[config.mk]
export PLATFORM = sky130hd
export DESIGN_NAME = if_stage
export DESIGN_NICKNAME = d
export VERILOG_FILES = /design/src/rtl/if_stage_pkg.sv /design/src/rtl/if_fetch_buf.sv /design/src/rtl/if_stage.sv
export SDC_FILE = /design/constraint.sdc
export NUM_CORES = 1
export LEC_CHECK = 0
export CAP_MARGIN = 25
export CORE_ASPECT_RATIO = 0.75
export CORE_MARGIN = 2
export CORE_UTILIZATION = 50
export CTS_CLUSTER_DIAMETER = 60
export DETAILED_ROUTE_END_ITERATION = 8
export PLACE_DENSITY_LB_ADDON = 0.1
export SYNTH_ARGS = -nofsm -noshare
export SYNTH_HDL_FRONTEND = slang
export SYNTH_SLANG_ARGS = --single-unit
[constraint.sdc]
create_clock -name clk -period 2.2 [get_ports clk]
set_input_delay 0.22 -clock clk [delete_from_list [all_inputs] [get_ports clk]]
set_output_delay 0.22 -clock clk [all_outputs]
set_load 0.02 [all_outputs]
[src/rtl/if_stage_pkg.sv]
// if_stage_pkg: shared constants and types for the instruction-fetch stage.
//   ZeroWord / NopInst  : 32-bit zero word and the nop encoding loaded on bubbles
//   Stop / NoStop       : decode stall encodings
//   Branch / NotBranch  : decode branch flag encodings
//   RESET_PC_DEFAULT    : default first fetch address after reset
//   fetch_entry_t       : {pc, inst} pair held by the fetch buffer
package if_stage_pkg;

    localparam logic [31:0] ZeroWord         = 32'h0000_0000;
    localparam logic [31:0] NopInst          = 32'h0000_0000;
    localparam logic        Stop             = 1'b1;
    localparam logic        NoStop           = 1'b0;
    localparam logic        Branch           = 1'b1;
    localparam logic        NotBranch        = 1'b0;
    localparam logic [31:0] RESET_PC_DEFAULT = 32'hBFC0_0000;

    typedef struct packed {
        logic [31:0] pc;
        logic [31:0] inst;
    } fetch_entry_t;

    function automatic logic [31:0] seq_pc(input logic [31:0] pc);
        return pc + 32'd4;
    endfunction

endpackage

[src/rtl/if_fetch_buf.sv]
// if_fetch_buf: single-entry {pc, inst} holding buffer. Catches an instruction
// that completes while decode is stalled so it is not lost.
//   clk, rst   : clock, asynchronous active-low reset
//   wr_en      : load wr_data, mark valid
//   wr_data    : entry to store
//   rd_en      : entry consumed, mark empty
//   rd_data    : stored entry
//   valid      : 1 = rd_data holds an unconsumed instruction
module if_fetch_buf
    import if_stage_pkg::*;
(
    input  logic         clk,
    input  logic         rst,
    input  logic         wr_en,
    input  fetch_entry_t wr_data,
    input  logic         rd_en,
    output fetch_entry_t rd_data,
    output logic         valid
);

    // Write and read never coincide (write needs a stall, read needs advance);
    // write is given priority anyway.
    always_ff @(posedge clk or negedge rst) begin
        if (!rst) begin
            valid   <= 1'b0;
            rd_data <= '0;
        end else if (wr_en) begin
            valid   <= 1'b1;
            rd_data <= wr_data;
        end else if (rd_en) begin
            valid   <= 1'b0;
        end
    end

endmodule

[src/rtl/if_stage.sv]
// if_stage: instruction-fetch stage with IF/ID pipeline register.
// Runs a single-outstanding req/rvalid handshake to instruction memory,
// holds IF/ID on decode stall and applies decode branch redirects after the
// delay slot has been fetched.
//   clk, rst          : clock, asynchronous active-low reset
//   stall_i           : decode stall, 1 = hold IF/ID
//   branch_flag_i     : decode branch request
//   branch_target_i   : decode branch target
//   imem_req_o        : fetch request
//   imem_addr_o       : fetch address (= pc)
//   imem_rvalid_i     : completion of current request
//   imem_rdata_i      : fetched instruction
//   id_pc_o/id_inst_o : IF/ID register contents
//   id_valid_o        : 1 = id_inst_o is a real instruction
// Optional macro IF_PERF_CNT_EN adds fetch_cnt_o (completions) and
// bubble_cnt_o (cycles where IF/ID loads a bubble).
module if_stage
    import if_stage_pkg::*;
#(
    parameter logic [31:0] RESET_PC = RESET_PC_DEFAULT
) (
    input  logic        clk,
    input  logic        rst,
    input  logic        stall_i,
    input  logic        branch_flag_i,
    input  logic [31:0] branch_target_i,
    output logic        imem_req_o,
    output logic [31:0] imem_addr_o,
    input  logic        imem_rvalid_i,
    input  logic [31:0] imem_rdata_i,
    output logic [31:0] id_pc_o,
    output logic [31:0] id_inst_o,
    output logic        id_valid_o
`ifdef IF_PERF_CNT_EN
    ,
    output logic [31:0] fetch_cnt_o,
    output logic [31:0] bubble_cnt_o
`endif
);

    logic [31:0]  pc;
    logic         pend_valid;
    logic [31:0]  pend_target;
    logic         fb_valid;
    fetch_entry_t fb_data;
    fetch_entry_t fb_wr_data;
    logic         completion;
    logic         advance;
    logic         redirect_accept;

    // rst gates the request so it drops the instant reset asserts; the
    // internal completion term needs no gating since every flop is held in
    // reset while rst=0.
    assign imem_req_o      = rst & ~fb_valid;
    assign imem_addr_o     = pc;
    assign completion      = ~fb_valid & imem_rvalid_i;
    assign advance         = (stall_i == NoStop);
    assign redirect_accept = (branch_flag_i == Branch) & advance & id_valid_o;
    assign fb_wr_data      = '{pc: pc, inst: imem_rdata_i};

    if_fetch_buf u_fetch_buf (
        .clk     (clk),
        .rst     (rst),
        .wr_en   (completion & ~advance),
        .wr_data (fb_wr_data),
        .rd_en   (advance & fb_valid),
        .rd_data (fb_data),
        .valid   (fb_valid)
    );

    // The branch sits in IF/ID, so pc always points at (or past) its delay
    // slot. If the delay slot is already in fb or completes this cycle, jump
    // straight to the target; otherwise park the target until it completes.
    always_ff @(posedge clk or negedge rst) begin
        if (!rst) begin
            pc          <= RESET_PC;
            pend_valid  <= 1'b0;
            pend_target <= ZeroWord;
        end else begin
            if (completion) begin
                if (pend_valid)
                    pc <= pend_target;
                else if (redirect_accept)
                    pc <= branch_target_i;
                else
                    pc <= seq_pc(pc);
            end else if (redirect_accept && fb_valid) begin
                pc <= branch_target_i;
            end

            if (completion) begin
                pend_valid <= 1'b0;
            end else if (redirect_accept && !fb_valid) begin
                pend_valid  <= 1'b1;
                pend_target <= branch_target_i;
            end
        end
    end

    always_ff @(posedge clk or negedge rst) begin
        if (!rst) begin
            id_pc_o    <= ZeroWord;
            id_inst_o  <= NopInst;
            id_valid_o <= 1'b0;
        end else if (advance) begin
            if (fb_valid) begin
                id_pc_o    <= fb_data.pc;
                id_inst_o  <= fb_data.inst;
                id_valid_o <= 1'b1;
            end else if (completion) begin
                id_pc_o    <= pc;
                id_inst_o  <= imem_rdata_i;
                id_valid_o <= 1'b1;
            end else begin
                id_pc_o    <= ZeroWord;
                id_inst_o  <= NopInst;
                id_valid_o <= 1'b0;
            end
        end
    end

`ifdef IF_PERF_CNT_EN
    always_ff @(posedge clk or negedge rst) begin
        if (!rst) begin
            fetch_cnt_o  <= 32'd0;
            bubble_cnt_o <= 32'd0;
        end else begin
            if (completion)
                fetch_cnt_o <= fetch_cnt_o + 32'd1;
            if (advance && !fb_valid && !completion)
                bubble_cnt_o <= bubble_cnt_o + 32'd1;
        end
    end
`endif

endmodule
==> results of run 1 <==
logic make-up (layout without fill, tap and decap cells):
family	count (synthesis)	in the layout	synth area share [%]
simple gates	312	312	14.8
compound gates	253	253	15.9
flops	195	195	52.3
mux	99	99	11.9
buf+inv	84	250	3.83
xor+xnor	12	12	1.12
fa+ha+maj	1	1	0.134
per-stage QoR:
stage | hold WS [ns] | total power, W | utilization, % | setup WS (ns)
floorplan | -0.0756 | 0.00684 | - | 0.221
global placement | 0.455 | 0.00833 | 61.8 | 0.222
detailed placement | 0.454 | 0.00842 | 61.8 | 0.227
CTS | 0.0582 | 0.0117 | 65.2 | 0.164
global route | 0.0597 | 0.0122 | 65.2 | 0.00389
finish | 0.0708 | 0.0116 | 65.2 | 0.117
cell usage after synthesis, types with 7 or more instances:
master and count:
nor2_1 91, a21oi_1 87, buf_2 24, dfstp_2 9, mux2_2 68, o21ai_0 92, clkbuf_1 43, nor3_1 8
nand4_1 14, xor2_1 9, buf_1 7, a211oi_2 7, dfrtp_1 186, mux2_1 28, nand2_1 159, nand3_1 7
o22ai_1 14, a31oi_1 11
routing by layer:
metal / GRT usage [%] / routed length (µm)
met5: 0 / 0
met4: 6.53 / 263
met3: 5.61 / 2040
met2: 38.0 / 10900
met1: 39.8 / 12000
power breakdown:
group          leakage, nW  total (W)  switching (W)  internal, W
registers             2.38    0.00515       0.000692      0.00446
clock network        0.294    0.00324        0.00150      0.00173
logic                 2.39    0.00322        0.00165      0.00157
what timing repair did:
item / in CTS / in global routing
setup buffers: 0 / 0
hold buffers: 1 / 0
endpoints found under the hold margin: 108 / 0
worst min path at each step:
stage                     startpoint               to  slack, ns  cells after the start
after floorplan                  rst     id_inst_o[0]      -0.08                      0
after global placement           rst       id_valid_o       0.46                      2
after detailed placement         rst  imem_addr_o[14]       0.45                      2
after CTS                    stall_i       id_valid_o       0.06                      2
after global routing         stall_i       id_valid_o       0.06                      2
final                        stall_i       id_valid_o       0.07                      2
worst max-delay path: cells and delay by family (launching register included):
kind            cells  cell delay [ns]
xor+xnor            1             0.17
compound gates      1             0.25
flops               1             0.57
simple gates        3             1.00
layout make-up:
class	count	share of cell area (%)
well taps	247	2.58
multi-input cells	677	34.2
clock inverters	15	1.55
repair buffers	212	17.1
clock buffers	17	3.55
flip-flops and latches	195	40.8
inverters	6	0.188
flip-flops by register name (all words and copies together) (netlist names):
signal               flops
imem_addr_o             32
id_inst_o               32
pend_valid               1
u_fetch_buf.valid        1
id_pc_o                 32
u_fetch_buf.rd_data     64
pend_target             32
id_valid_o               1
==> impl_metrics.csv, run 1 <==
group,metric,value,unit
outcome,outcome,"complete, no violations",
yosys,synth-seq-cells,195,
clocking,cts_num_sinks,195,
die,die_w,162,µm
die,dieArea,0.0198,mm²
yosys,syn-cell-area,0.00935,mm²
place,portBuffers,166,
worst_hold_path,hold_class,"in2reg",
critical_path,critPathRequiredTime,2.54,ns
timing,fin_setup_tns,0,ns
die,die-height,122,µm
power_and_ir_drop,p_leak,5.06,nW
global_route,antenna_found_initial,0,
timing,fin_crit_sh,94.7,%
critical_path,crit_chain,"nand4_1, nor4_1, nand2_1, xor2_1, a211oi_1",
critical_path,critPathSlowestCell,"dfrtp_1",
critical_path,critPathMaxFanout,9,
place,gp_congestion,0.864,
timing,relSlewSlack,40.7,%
detailed_routing,drt_first_iter_violations,860,
place,hpwl,17000,µm
critical_path,start_kind,"flop",
die,core,0.0184,mm²
finish,layout.nets,1179,
timing,worstMarginPinSlew,0.889,ns
detailed_routing,routedWlPerCell,18.4,µm
die,start_util,50.8,%
place,placed_cells,1336,
finish,design_area,0.0120,mm²
yosys,syn_area_per_cell,9.78,µm²
detailed_routing,drt-pass1-iter-count,5,
timing,skew,0.00980,ns
place,placed_cell_area,0.0114,mm²
yosys,yosysSeqAreaShare,52.3,%
yosys,synth-edff-count,0,
detailed_routing,vias,7794,
detailed_routing,vias_per_cell,5.69,
critical_path,r2r-start,"imem_addr_o[6]",
yosys,synth_area_leaders,"dfrtp_1, mux2_2, nand2_1",
die,io_pins,167,
finish,multi_input_area,0.00410,mm²
critical_path,reg2reg_to,"imem_addr_o[30]",
clocking,cts_tree,"yes",
clocking,clkTransAtPathRegs,0.07,ns
critical_path,endpoint_kind,"flop",
clocking,cts-root-buf,"clkbuf_16",
critical_path,reg2reg_setup_slack,0.12,ns
timing,slew_violations,0,
finish,drive_gt1_share,15.5,%
finish,area_growth,28.3,%
global_route,grt_pass1_wl,40300,µm
finish,fill_cells,1473,
flow_run,maxCapViolations,0,
detailed_routing,antenna_left,0,
yosys,ys_types,60,
finish,antenna_cells,0,
clocking,htreeDepth,4,
yosys,synth.largest_area_cell,"dfrtp_1",
critical_path,r2r_cells,5,
clocking,cts-buffers-inserted,17,
critical_path,crit_arrival,2.42,ns
timing,min_period,2.08,ns
global_route,grt_max_degree,128,
finish,final_common_cell,"dfrtp_1",
finish,ff_latch_area,0.00489,mm²
clocking,cts_resized,0,
power_and_ir_drop,power.density,968,mW/mm²
global_route,grtUsageTotal,26.1,%
timing,hold_viol,0,
timing,setup_violations,0,
die,row_count,43,
detailed_routing,wirelength,25200,µm
yosys,yosysTopAreaCellShare,49.8,%
clocking,clock_path_buffers,2,
critical_path,worstSetupPathType,"reg2reg",
timing,max_freq,480,MHz
critical_path,setup.worst_path.start,"imem_addr_o[6]",
finish,fin_cells,1369,
global_route,grt_pass1_vias,7489,
power_and_ir_drop,ir_drop,0.000594,V
critical_path,cpPeakStageDelay,0.57,ns
critical_path,crit_path_end,"imem_addr_o[30]",
timing,rsz0062_at_grt,"no",
clocking,clk_latency,0.43,ns
yosys,syn-num-nets,1026,
finish,final_cell_mix,"dfrtp_1, clkdlybuf4s50_1, nand2_1",
global_route,grt_overflow,0,
yosys,syn_inst,956,
yosys,async_flop_share,100,%
detailed_routing,drc,0,
yosys,synthFlopType,"dfrtp_1",
yosys,yosys_warnings,0,
(Power assumes the default switching activity.)
==> inputs of run 2 (changes only) <==
--- a/config.mk
+++ b/config.mk
@@ -8,7 +8,7 @@
 export CAP_MARGIN = 25
 export CORE_ASPECT_RATIO = 0.75
 export CORE_MARGIN = 2
-export CORE_UTILIZATION = 50
+export CORE_UTILIZATION = 36
 export CTS_CLUSTER_DIAMETER = 60
 export DETAILED_ROUTE_END_ITERATION = 8
 export PLACE_DENSITY_LB_ADDON = 0.1
==> run 2 against run 1 <==
Via count down 1.5%. Combinational power up 3%. Largest power group unchanged. First-iteration DRC count down 26%. Critical path type unchanged. Clock skew about the same.
==> impl_metrics.csv, run 2 (synthesis gave the netlist of run 1 again) <==
group,metric,value,unit
die,die_w,190,µm
worst_hold_path,hold_class,"in2reg",
critical_path,worstSetupPathType,"reg2reg",
clocking,clkTransAtPathRegs,0.08,ns
clocking,htreeDepth,4,
detailed_routing,routedWlPerCell,18.5,µm
finish,layout.nets,1191,
place,gp_congestion,0.851,
timing,relSlewSlack,50.9,%
clocking,clk_latency,0.44,ns
global_route,grtUsageTotal,20.4,%
clocking,cts_tree,"yes",
timing,skew,0.00981,ns
detailed_routing,vias_per_cell,5.19,
timing,rsz0062_at_grt,"no",
global_route,antenna_found_initial,0,
detailed_routing,vias,7675,
die,dieArea,0.0273,mm²
timing,fin_crit_sh,93.6,%
finish,top_register,"u_fetch_buf.rd_data",
finish,largest_reg_flops,64,
finish,final_cell_mix,"dfrtp_1, clkdlybuf4s50_1, nand2_1",
critical_path,start_kind,"flop",
critical_path,cpPeakStageDelay,0.57,ns
detailed_routing,drt-pass1-iter-count,6,
power_and_ir_drop,ir_drop,0.000573,V
critical_path,critPathRequiredTime,2.57,ns
flow_run,maxCapViolations,0,
finish,antenna_cells,0,
place,hpwl,18500,µm
detailed_routing,antenna_left,0,
critical_path,crit_arrival,2.43,ns
place,portBuffers,166,
outcome,outcome,"complete, no violations",
clocking,cts-root-buf,"clkbuf_16",
power_and_ir_drop,p_leak,5.12,nW
timing,holdWs,0.272,ns
finish,final_common_cell,"dfrtp_1",
global_route,grt_overflow,0,
die,core,0.0257,mm²
timing,worstMarginPinSlew,0.732,ns
critical_path,path_common_cell,"nand4_1",
timing,slew_violations,0,
finish,drive_gt1_share,16.5,%
timing,setup_violations,0,
die,row_count,51,
clocking,cts_num_sinks,195,
detailed_routing,drt_first_iter_violations,636,
detailed_routing,wirelength,27300,µm
die,die-height,144,µm
die,start_util,36.3,%
timing,max_freq,486,MHz
timing,hold_viol,0,
global_route,grt_pass1_vias,7221,
critical_path,critPathSlowestCell,"dfrtp_1",
clocking,clock_path_buffers,2,
die,io_pins,167,
finish,area_growth,30.5,%
critical_path,crit_chain,"nand4_1, nor4_4, buf_4, nand4_1, xor2_1, a211oi_2",
critical_path,endpoint_kind,"flop",
clocking,cts-buffers-inserted,17,
global_route,grt_max_degree,127,
timing,fin_setup_tns,0,ns
power_and_ir_drop,power.density,955,mW/mm²
critical_path,reg2reg_setup_slack,0.14,ns
global_route,grt_pass1_wl,42700,µm
critical_path,critPathMaxFanout,9,
clocking,post_cts_buffers,0,
detailed_routing,drc,0,
timing,min_period,2.06,ns
-- run 2: cell count changes in the layout (fill, tap and decap cells not counted), sizes merged --
| cell | change |
|---|---|
| buf | +12 |
| bufinv | -1 |
| clkinv | +3 |
| clkinvlp | -1 |
| inv | -1 |
-- run 2: layout make-up --
class | count | area, µm²
fillers | 2457 | 13500
flip-flops and latches | 195 | 4900
multi-input cells | 677 | 4100
repair buffers | 224 | 2150
well taps | 344 | 430
clock buffers | 17 | 425
clock inverters | 15 | 170
inverters | 6 | 22.5
-- run 2: worst max-delay path, delay by kind of cell (launching register included) --
| kind | cells | cell delay [ns] |
|---|---|---|
| AND/OR/NAND/NOR | 3 | 0.78 |
| flip-flops | 1 | 0.57 |
| XOR/XNOR | 1 | 0.18 |
| buffers and inverters | 1 | 0.21 |
| AO/OA/AOI/OAI | 1 | 0.22 |
-- run 2: final timing paths --
| path | start | end | cells after the start |
|---|---|---|---|
| max | imem_addr_o[6] | imem_addr_o[26] | 6 |
| min | stall_i | u_fetch_buf.rd_data[59] | 3 |
| max reg2reg | imem_addr_o[6] | imem_addr_o[26] | 6 |
| min reg2reg | id_inst_o[18] | id_inst_o[18] | 2 |
| max in group asynchronous | rst | pend_target[18] | 3 |
| min in group asynchronous | rst | u_fetch_buf.rd_data[31] | 3 |
-- run 2: per-layer routing --
metal / vias to the layer above / part of all wire, % / global-route usage [%]
li1: 3691 / - / -
met1: 3757 / 54 / 33.0
met3: 14 / 5.3 / 3.54
met4: 0 / 0.71 / 4.41
met2: 213 / 41 / 27.9
met5: - / 0 / 0
-- run 2: per-stage QoR --
stage | total power [W] | setup slack (ns) | cell area, µm² | util, % | std cells
global route | 0.0123 | 0.00265 | 12200 | 47.4 | 1478
floorplan | 0.00684 | 0.221 | 9350 | - | 956
detailed placement | 0.00852 | 0.126 | 11600 | 45.1 | 1445
CTS | 0.0118 | 0.135 | 12200 | 47.4 | 1478
global placement | 0.00847 | 0.142 | 11600 | 45.1 | 1445
finish | 0.0116 | 0.141 | 12200 | 47.4 | 1478
-- run 2: repair_timing --
action	in CTS	in global routing
hold endpoints to repair	131	0
hold buffers	1	0
endpoints found under the setup margin	0	1
gates resized for setup	0	1
-- run 2: where the power goes --
group	leakage, nW	total, W	internal, W	switching (W)
Sequential	2.38	0.00512	0.00446	0.000667
Combinational	2.46	0.00333	0.00161	0.00171
Clock	0.290	0.00319	0.00162	0.00157
